--- src/rtl/spike_event_fifo.sv ---
// -----------------------------------------------------------------------------
// spike_event_fifo
//
// Captures rising edges of an upstream spike line as time-stamped events and
// queues them in a small FIFO for a downstream consumer.
//
// Each stored word is {timestamp, state}. The timestamp field is the value of
// the free-running counter in the capture cycle, before it increments. The
// state field is the 8-bit membrane state sampled in the same cycle.
//
// If an event arrives while the FIFO is full and nothing is being popped, the
// event is dropped. A drop sets a sticky overflow flag and increments a
// saturating drop counter.
//
// Ports
//   clk        sole clock; all state updates on the rising edge
//   rst_n      synchronous reset, active HIGH (1 = reset)
//   en         enables timestamp counting and event capture
//   spike      spike level from the upstream neuron
//   state      membrane state, sampled together with the event
//   clr        clears overflow and drop_cnt; does not touch FIFO or timestamp
//   out_ready  consumer accepts the head entry
//   out_valid  FIFO non-empty; out_data holds the oldest entry
//   out_data   head entry {timestamp, state}, timestamp in the MSBs
//   count      current occupancy, 0..DEPTH
//   overflow   sticky: at least one event dropped since reset/clr
//   drop_cnt   dropped events, saturating at 255
//   timestamp  free-running time counter
// -----------------------------------------------------------------------------
module spike_event_fifo #(
    parameter int DEPTH = 8,
    parameter int TS_W  = 8
) (
    input  logic                      clk,
    input  logic                      rst_n,
    input  logic                      en,
    input  logic                      spike,
    input  logic [7:0]                state,
    input  logic                      clr,
    input  logic                      out_ready,
    output logic                      out_valid,
    output logic [TS_W+7:0]           out_data,
    output logic [$clog2(DEPTH):0]    count,
    output logic                      overflow,
    output logic [7:0]                drop_cnt,
    output logic [TS_W-1:0]           timestamp
);

    localparam int AW = $clog2(DEPTH);
    localparam int CW = AW + 1;
    localparam int DW = TS_W + 8;

    logic [DW-1:0]   mem [DEPTH];
    logic [AW-1:0]   wr_ptr_reg;
    logic [AW-1:0]   rd_ptr_reg;
    logic [CW-1:0]   count_reg;
    logic [TS_W-1:0] ts_reg;
    logic            spike_d_reg;
    logic            overflow_reg;
    logic [7:0]      drop_cnt_reg;

    logic event_hit;
    logic push_req;
    logic pop;
    logic full;
    logic accept;
    logic drop;

    // A spike held high produces one event: only the low-to-high transition counts.
    assign event_hit = spike & ~spike_d_reg;
    assign push_req  = event_hit & en;
    assign pop       = (count_reg != '0) & out_ready;
    assign full      = (count_reg == CW'(DEPTH));
    // When full, a simultaneous pop frees the slot the new entry lands in.
    assign accept    = push_req & (~full | pop);
    assign drop      = push_req & full & ~pop;

    // Storage has no reset. Entries are only observable through count/out_valid.
    always_ff @(posedge clk) begin
        if (!rst_n && accept) begin
            mem[wr_ptr_reg] <= {ts_reg, state};
        end
    end

    always_ff @(posedge clk) begin
        if (rst_n) begin
            wr_ptr_reg   <= '0;
            rd_ptr_reg   <= '0;
            count_reg    <= '0;
            ts_reg       <= '0;
            spike_d_reg  <= 1'b0;
            overflow_reg <= 1'b0;
            drop_cnt_reg <= '0;
        end else begin
            // Edge history tracks spike every cycle, even while en is low.
            spike_d_reg <= spike;

            if (en) begin
                ts_reg <= ts_reg + TS_W'(1);
            end

            // DEPTH is a power of two, so pointer wrap is the natural rollover.
            if (accept) begin
                wr_ptr_reg <= wr_ptr_reg + AW'(1);
            end
            if (pop) begin
                rd_ptr_reg <= rd_ptr_reg + AW'(1);
            end

            if (accept && !pop) begin
                count_reg <= count_reg + CW'(1);
            end else if (pop && !accept) begin
                count_reg <= count_reg - CW'(1);
            end

            // A drop in the same cycle as clr wins: the clear is applied
            // first, and then this drop is recorded.
            if (drop) begin
                overflow_reg <= 1'b1;
                if (clr) begin
                    drop_cnt_reg <= 8'd1;
                end else if (drop_cnt_reg != 8'hFF) begin
                    drop_cnt_reg <= drop_cnt_reg + 8'd1;
                end
            end else if (clr) begin
                overflow_reg <= 1'b0;
                drop_cnt_reg <= '0;
            end
        end
    end

    assign out_valid = (count_reg != '0);
    assign out_data  = mem[rd_ptr_reg];
    assign count     = count_reg;
    assign overflow  = overflow_reg;
    assign drop_cnt  = drop_cnt_reg;
    assign timestamp = ts_reg;

endmodule

--- config.mk ---
export PLATFORM = sky130hd
export DESIGN_NAME = spike_event_fifo
export DESIGN_NICKNAME = d
export VERILOG_FILES = /design/src/rtl/spike_event_fifo.sv
export SDC_FILE = /design/constraint.sdc
export NUM_CORES = 1
export LEC_CHECK = 0
export ABC_AREA = 1
export BUFFER_PORTS_ARGS = -buffer_cell sky130_fd_sc_hd__buf_2
export CORE_AREA = 2 2 96 145
export CTS_CLUSTER_DIAMETER = 60
export DETAILED_ROUTE_END_ITERATION = 12
export DIE_AREA = 0 0 98 147
export PLACE_DENSITY = 0.78
export RECOVER_POWER = 25
export SLEW_MARGIN = 10
export SYNTH_ARGS = -nofsm -noshare
export SYNTH_HDL_FRONTEND = slang
export SYNTH_SLANG_ARGS = --single-unit
export TNS_END_PERCENT = 20
--- constraint.sdc ---
create_clock -name clk -period 3.05 [get_ports clk]
set_input_delay 0.305 -clock clk [delete_from_list [all_inputs] [get_ports clk]]
set_output_delay 0.305 -clock clk [all_outputs]
set_load 0.01 [all_outputs]
== After elaboration in Yosys (flattened, before gate mapping) ==
Memory sizes are Yosys's and may differ from the RTL's. A register that Yosys moved wholly into a read port is not among the register bits.
Cells that the tools add are included.

* Add/sub/neg operators: 6
* Equal/unequal tests: 2
* Mux-type cells: 12
* Bitwise operators: 10
* Reduce and logical (&&, ||, !) cells: 11

{| class="wikitable"
|+ Operator list
! cell !! count
|-
| $mux W8 || 4
|-
| $add A8 B1 Y8 const B || 2
|-
| $mux W4 || 2
|-
| $ne A8 B8 Y1 const B || 1
|-
| $add A3 B1 Y3 const B || 2
|-
| $and A1 B1 Y1 || 6
|-
| $mux W3 || 2
|-
| $reduce_bool A2 Y1 || 3
|-
| $add A4 B1 Y4 const B || 1
|-
| $eq A4 B4 Y1 const B || 1
|-
| $mux W1 || 4
|-
| $reduce_bool A4 Y1 || 1
|-
| $sub A4 B1 Y4 const B || 1
|-
| $logic_and A1 B1 Y1 || 3
|-
| $logic_not A1 Y1 || 3
|-
| $not A1 Y1 || 3
|-
| $reduce_and A2 Y1 || 1
|-
| $or A1 B1 Y1 || 1
|}

* Register bits: 28
* Memory bits (writable): 128
* Bits of input ports: 14
* Output and inout bits: 38
* Logic and storage cells: 49
* Memories kept: 1

{| class="wikitable"
|+ Memory list
! name !! words !! bits a word !! rd ports !! clocked after memory_dff !! wr ports !! RTL line !! text
|-
| mem || 8 || 16 || 1 || 1 || 1 || 53 || <nowiki>logic [DW-1:0] mem [DEPTH];</nowiki>
|}

== Logic depth before layout (Yosys ltp) ==
Gate-level depths: netlist of run 1.

* Depth in word-level cells: 8
* Gate-level depth with buffers: 12
* Mapped depth without buffers: 12

== Worst setup path before layout of run 1 ==
No wires, ideal clock.

* Path kind: flip-flop to flip-flop
* Start point: reg count_reg[0], in the netlist count[0]
* End point: mem mem[0][0] in the netlist's numbering (enable)
* Setup time: 388 ps
* Arrival: 1778 ps
* Data required time: 2662 ps
* Slack: 883 ps
* Cell stages (with the launch flop): 6
* Path buffers: 0
* Period minus slack after synthesis: 2167 ps
* Cells stage by stage: dfxtp_1 > nor2_1 > nand3_1 > nand2_1 > or2_4 > nor2_1

* Cells in the longest elaborated chain, start to end: 7
* Elaborated cells on any way between the ends: 9
* Classes of those cells: 1 x eq/ne; 2 x mux; 4 x bitwise; 2 x reduce/logical

{| class="wikitable"
|+ RTL lines
! element !! RTL line !! text
|-
| from (decl) || 56 || <nowiki>logic [CW-1:0] count_reg;</nowiki>
|-
| from (signal assigned) || 111 || <nowiki>count_reg <= count_reg + CW'(1);</nowiki>
|-
| from (signal assigned) || 113 || <nowiki>count_reg <= count_reg - CW'(1);</nowiki>
|-
| $reduce_bool A4 Y1 / $eq A4 B4 Y1 (equally long branches) || 72, 73 ||
|-
| $and A1 B1 Y1 / $not A1 Y1 (equally long branches) || 72, 75 ||
|-
| $or A1 B1 Y1 (*) || 75 || <nowiki>assign accept = push_req & (~full | pop);</nowiki>
|-
| $and A1 B1 Y1 (*) || 75 ||
|-
| $logic_and A1 B1 Y1 (*) || 80 || <nowiki>if (!rst_n && accept) begin</nowiki>
|-
| $mux W1 (*) || 80 ||
|-
| $mux W1 (not written as such) (*) || 81 || <nowiki>mem[wr_ptr_reg] <= {ts_reg, state};</nowiki>
|-
| to (decl) || 53 ||
|}

Every way passes the cells marked *; elsewhere a longest branch is shown, timed or not.

==> impl_metrics.yaml, run 1 <==
outcome:
  status: "completed"
worst_setup_path:
  r2r_cells: 12
  crit_type: "flop to primary output"
  cpMaxStageDelayCell: "buf_4"
  required_ps: 2740
  cpMostUsedCell: "nand2_1"
  arrival_ps: 2120
  start_kind: "flop"
  cp_max_fo: 64
  critPathCaptureType: "primary output"
  max_stage_delay_ps: 570
  path_cells: "buf_4, nor2_1, o32ai_1, nand2_1, nand2_1, buf_2"
die:
  initial_utilization_pct: 49.10
  fp.dieH_um: 147
  dieWidth_um: 98
  die_area_sq_mm: 0.01441
  coreArea_sq_mm: 0.01321
  io_pins: 52
  rows: 52
placement:
  io_buffer_count: 51
  dp_hpwl_um: 7952
  place_congestion: 0.8334
  place_area_sq_mm: 0.006905
timing:
  fin_crit_ps: 2428
  slew_viol_final: 0
  tns_ps: 0
  grt_setup_unrepaired: "false"
  max_clock_freq_mhz: 411.8
  tightest_slew_ps: 864.3
  max-slew-margin-rel_pct: 42.30
  post-route-period-util_pct: 79.62
  finalClockSkew_ps: 9.638
  setup_viol: 0
  hold_viol: 0
yosys:
  syn_inst: 564
  synth_area_sq_mm: 0.006485
  seq_area_frac_synth_pct: 68.84
  synth_seq_cells: 159
  synth_fp_nets: 586
  syn_area_per_cell_sq_um: 11.50
  yosysWarnings: 0
  ys_types: 33
clock_tree:
  numCtsBuffers: 17
  cts_hold_buf: 0
  cts_sinks: 159
  cts_max_level: 4
  ctsResizeCount: 0
  clock_latency_ps: 420
  cts.clk_slew.worst_paths_ps: 60
  cts-root-buf: "clkbuf_16"
  cts_setup_buffers: 0
  clockBufferDepth: 2
  tritoncts: "built"
detailed_routing:
  drcViolationCount: 0
  avgRoutedWirePerCell_um: 16.48
  via_per_inst: 5.503
  vias: 4375
  drtIter0Drc: 407
  ant_nets: 0
  routed_wl_um: 13100
  dr.pass1.iters: 5
cells_and_area:
  nets: 642
  antenna_cells: 0
  drive_gt1_share_pct: 15.64
  area_growth_pct: 16.07
  final_area_sq_mm: 0.007527
  largest_register_ffs: 128
grt:
  grt_start_max_net_pins: 65
  track_usage_pct: 18.89
  grt_pass1_wl_um: 21020
  overflow: 0
  grt_pass1_vias: 4334
  antenna_found_initial: 0
hold_path:
  hold_path_class: "input port to flop"
  min_path_cells: 3
pwr:
  power.density_mw_per_mm2: 795.1
  ir_drop_mv: 0.5358
  cellLeakagePower_nw: 2.802
run:
  drv_cap: 0
cells by family after synthesis:
group	count (synthesis)	share of synthesized area, %
adder cells (fa/ha/maj)	8	1.659
buffers and inverters	52	3.434
AND/OR/NAND/NOR	228	14.18
multiplexers	16	2.470
XOR/XNOR	4	0.5403
flip-flops	159	68.84
AO/OA/AOI/OAI	97	8.875
placed cells by master, fill, tap and decap left out, types with 9 or more instances in the layout:
| master | count |
|---|---|
| o22ai_1 | 16 |
| nand2_1 | 97 |
| dfxtp_1 | 30 |
| nor2_1 | 103 |
| clkbuf_1 | 9 |
| buf_4 | 11 |
| o21ai_0 | 42 |
| buf_2 | 42 |
| inv_1 | 24 |
| o32ai_1 | 16 |
| clkbuf_16 | 17 |
| edfxtp_1 | 128 |
| nand3_1 | 11 |
| a21oi_1 | 19 |
| mux2i_1 | 16 |
per-layer routing:
metal | track usage [%] | vias up | routed length [um]
met5 | 0 | - | 0
met4 | 7.083 | 0 | 236
met3 | 5.233 | 19 | 648
met2 | 34.45 | 102 | 7175
met1 | 20.72 | 2147 | 5043
li1 | - | 2107 | -
worst max-delay path: cells and delay by family (launching register included):
| family | cells | cell delay, ps |
|---|---|---|
| buffers and inverters | 2 | 690 |
| and+or+nand+nor | 3 | 320 |
| DFF | 1 | 340 |
| AOI/OAI and AO/OA | 1 | 310 |
Yosys cell counts:
library cell,count,area [sq um]
fa_1,1,20.02
nor3b_1,1,7.510
o21a_1,1,7.510
nand3_2,1,10.01
or2_4,1,8.760
nand2_1,97,364.1
dfxtp_1,31,620.6
a31oi_1,1,6.260
xor2_1,3,26.28
or2_2,1,6.260
edfxtp_1,128,3844
o22ai_1,16,100.1
buf_1,2,7.510
nand4_1,4,25.02
o21ai_0,42,210.2
o21bai_1,1,7.510
nor2_2,4,25.02
ha_1,7,87.58
nand3_1,11,55.05
nor3_2,1,10.01
inv_1,24,90.09
o32ai_1,16,140.1
inv_2,3,11.26
xnor2_1,1,8.760
a21oi_1,19,95.09
a21oi_2,1,8.760
buf_2,7,35.03
mux2i_1,16,160.2
clkbuf_1,11,41.29
nand2_2,1,6.260
buf_4,5,37.54
nor3_1,3,15.01
nor2_1,103,386.6
final timing paths:
kind,startpoint,end,slack (ps)
hold reg to reg,overflow,overflow,470
hold / removal,spike,spike_d_reg,110
setup reg to reg,count[0],count[3],780
setup / recovery,flop,out_data[8],620
stage by stage:
step	total power [mW]	worst slack, ps	std cells	hold slack, ps	util [%]
final	5.985	621.7	795	114.0	56.99
after global routing	6.267	469.4	795	106.3	56.99
after CTS	6.033	601.2	795	100.3	57.08
after detailed placement	3.805	797.0	763	460.6	52.28
after global placement	3.743	955.4	763	452.5	52.28
after floorplan	3.435	883.5	564	395.0	-
where the power goes:
group	leakage (nW)	switching (mW)	total, mW	internal [mW]
clock	0.309	0.855	2.24	1.38
combinational	1.04	0.823	1.29	0.469
sequential	1.45	0.0612	2.46	2.40
cell type report:
| type | count | area, sq um |
|---|---|---|
| tap | 162 | 202.7 |
| inverter | 27 | 101.3 |
| fill | 1060 | 5680 |
| clock buffer | 17 | 425.4 |
| sequential | 159 | 4466 |
| multi-input combinational | 353 | 1798 |
| timing repair buffer | 62 | 326.6 |
| clock inverter | 15 | 207.7 |
Power figures use the tool's default switching activity.
==> run 2: changes to the inputs <==
PLACE_DENSITY = 0.8   (was 0.78)
clock period = 2.1 ns   (was 3.05 ns; I/O delays follow)
==> run 2 against run 1 <==
  * Clock skew decreased by 2.7 ps
  * Flip-flop and latch count unchanged
  * Non-clock buffer count increased by 12
  * Die area unchanged
  * Routed wire length increased by 3.1%
  * Utilization increased by 1.3 points
==> impl_metrics.yaml, run 2 (same netlist as run 1, synthesis figures left out) <==
outcome:
  status: "completed"
die:
  io_pins: 52
  die_area_sq_mm: 0.01441
  fp.dieH_um: 147
  rows: 52
  initial_utilization_pct: 49.10
  dieWidth_um: 98
  coreArea_sq_mm: 0.01321
detailed_routing:
  drtIter0Drc: 335
  ant_nets: 0
  avgRoutedWirePerCell_um: 16.74
  via_per_inst: 5.501
  routed_wl_um: 13510
  drcViolationCount: 0
  dr.pass1.iters: 5
  vias: 4439
worst_setup_path:
  cp_max_fo: 5
  required_ps: 2440
  critPathCaptureType: "flop"
  start_kind: "flop"
  max_stage_delay_ps: 340
  crit_type: "flop to flop"
  cpMaxStageDelayCell: "dfxtp_2"
  arrival_ps: 2260
  critPathBufInv: 2
  path_cells: "nor2_1, nand3_1, nand2_1, inv_2, ha_1, inv_2, ha_1, a21oi_1, nand2_1, xor2_1, nand2_1, a21oi_1"
  cpMostUsedCell: "nand2_1"
  cpLargestDelayFamily: "simple AND/OR/NAND/NOR gates"
  r2r_setup_slack_ps: 180
cells_and_area:
  largest_register_ffs: 128
  final_common_cell: "edfxtp_1"
  mostFrequentLayoutCells: "128 x edfxtp_1, 102 x nor2_1, 97 x nand2_1, 43 x buf_2, 42 x o21ai_0"
  area_growth_pct: 18.73
  drive_gt1_share_pct: 17.67
  antenna_cells: 0
  nFillCells: 1022
  nets: 654
clock_tree:
  cts_max_level: 4
  cts-root-buf: "clkbuf_16"
  cts_hold_buf: 0
  cts.clk_slew.worst_paths_ps: 60
  clock_latency_ps: 420
  cts_sinks: 159
  tritoncts: "built"
  numCtsBuffers: 17
  clockBufferDepth: 2
timing:
  hold_viol: 0
  setup_viol: 0
  max-slew-margin-rel_pct: 71.39
  grt_setup_unrepaired: "false"
  max_clock_freq_mhz: 521.4
  tightest_slew_ps: 428.6
  finalClockSkew_ps: 6.894
  timing.final.ws_setup_ps: 182.1
  slew_viol_final: 0
  fin_crit_ps: 1918
  post-route-period-util_pct: 91.33
placement:
  pre_cts_ws_ps: 49.36
  place_congestion: 0.8979
  dp_hpwl_um: 8280
  io_buffer_count: 51
grt:
  grt_pass1_vias: 4373
  overflow: 0
  track_usage_pct: 19.40
  grt_pass1_wl_um: 21580
  grt_start_max_net_pins: 65
  antenna_found_initial: 0
pwr:
  ir_drop_mv: 0.7456
  power.density_mw_per_mm2: 1128
  p_total_mw: 8.685
  cellLeakagePower_nw: 2.871
run:
  drv_cap: 0
hold_path:
  hold_path_class: "input port to flop"
[run 2: changes by cell type in the layout (fill, tap and decap cells not counted), moves of 2 or more]
| cell | change |
|---|---|
| buf_12 | +7 |
| buf_4 | +2 |
| buf_6 | +2 |
| clkinv_1 | +2 |
| clkinv_2 | -2 |
| dfxtp_1 | -3 |
| dfxtp_2 | +3 |
[run 2: area by class of cell]
type / count / area [sq um] / area share, %
inverters: 27 / 101.3 / 1.316
flip-flops and latches: 159 / 4469 / 58.04
multi-input cells: 353 / 1805 / 23.45
clock inverters: 15 / 186.4 / 2.421
repair buffers: 74 / 509.2 / 6.614
well taps: 162 / 202.7 / 2.632
clock buffers: 17 / 425.4 / 5.525
[run 2: per-stage QoR]
step	std cells	area, sq um	hold WS [ps]	util, %	setup TNS, ps
after floorplan	564	6485	300.0	-	-4258
after global placement	775	7084	440.7	53.64	0
after detailed placement	775	7084	459.5	53.64	0
after CTS	807	7696	16.97	58.27	0
after global routing	807	7700	16.70	58.30	0
final	807	7700	29.33	58.30	0
[run 2: power by group]
part	leakage, nW	internal, mW	switching (mW)
clock network	0.295	1.89	1.23
registers	1.45	3.49	0.0919
logic	1.12	0.784	1.21
[run 2: worst paths after layout]
| check | startpoint | end | depth (start not counted) |
|---|---|---|---|
| worst max-delay path | count[2] | count[3] | 12 |
| worst min-delay path | spike | spike_d_reg | 3 |
| worst max register to register | count[2] | count[3] | 12 |
| worst min register to register | overflow | overflow | 2 |
[run 2: metal layers]
metal / up-vias / track usage (%) / wire length (um)
met3: 25 / 4.805 / 616
li1: 2133 / - / -
met2: 136 / 34.93 / 7414
met5: - / 0 / 0
met1: 2145 / 21.64 / 5171
met4: 0 / 8.264 / 308
[run 2: worst reg2reg max path, delay by kind of cell, from the launching register on]
family	cells	cell delay, ps
flops	1	340
fa+ha+maj	2	480
simple gates	5	480
xor+xnor	1	130
buf+inv	2	150
compound gates	2	250
[run 2: timing repair]
item                       CTS  global route
setup endpoints to repair    0             5
buffers inserted             0             0
resized for setup            0             7
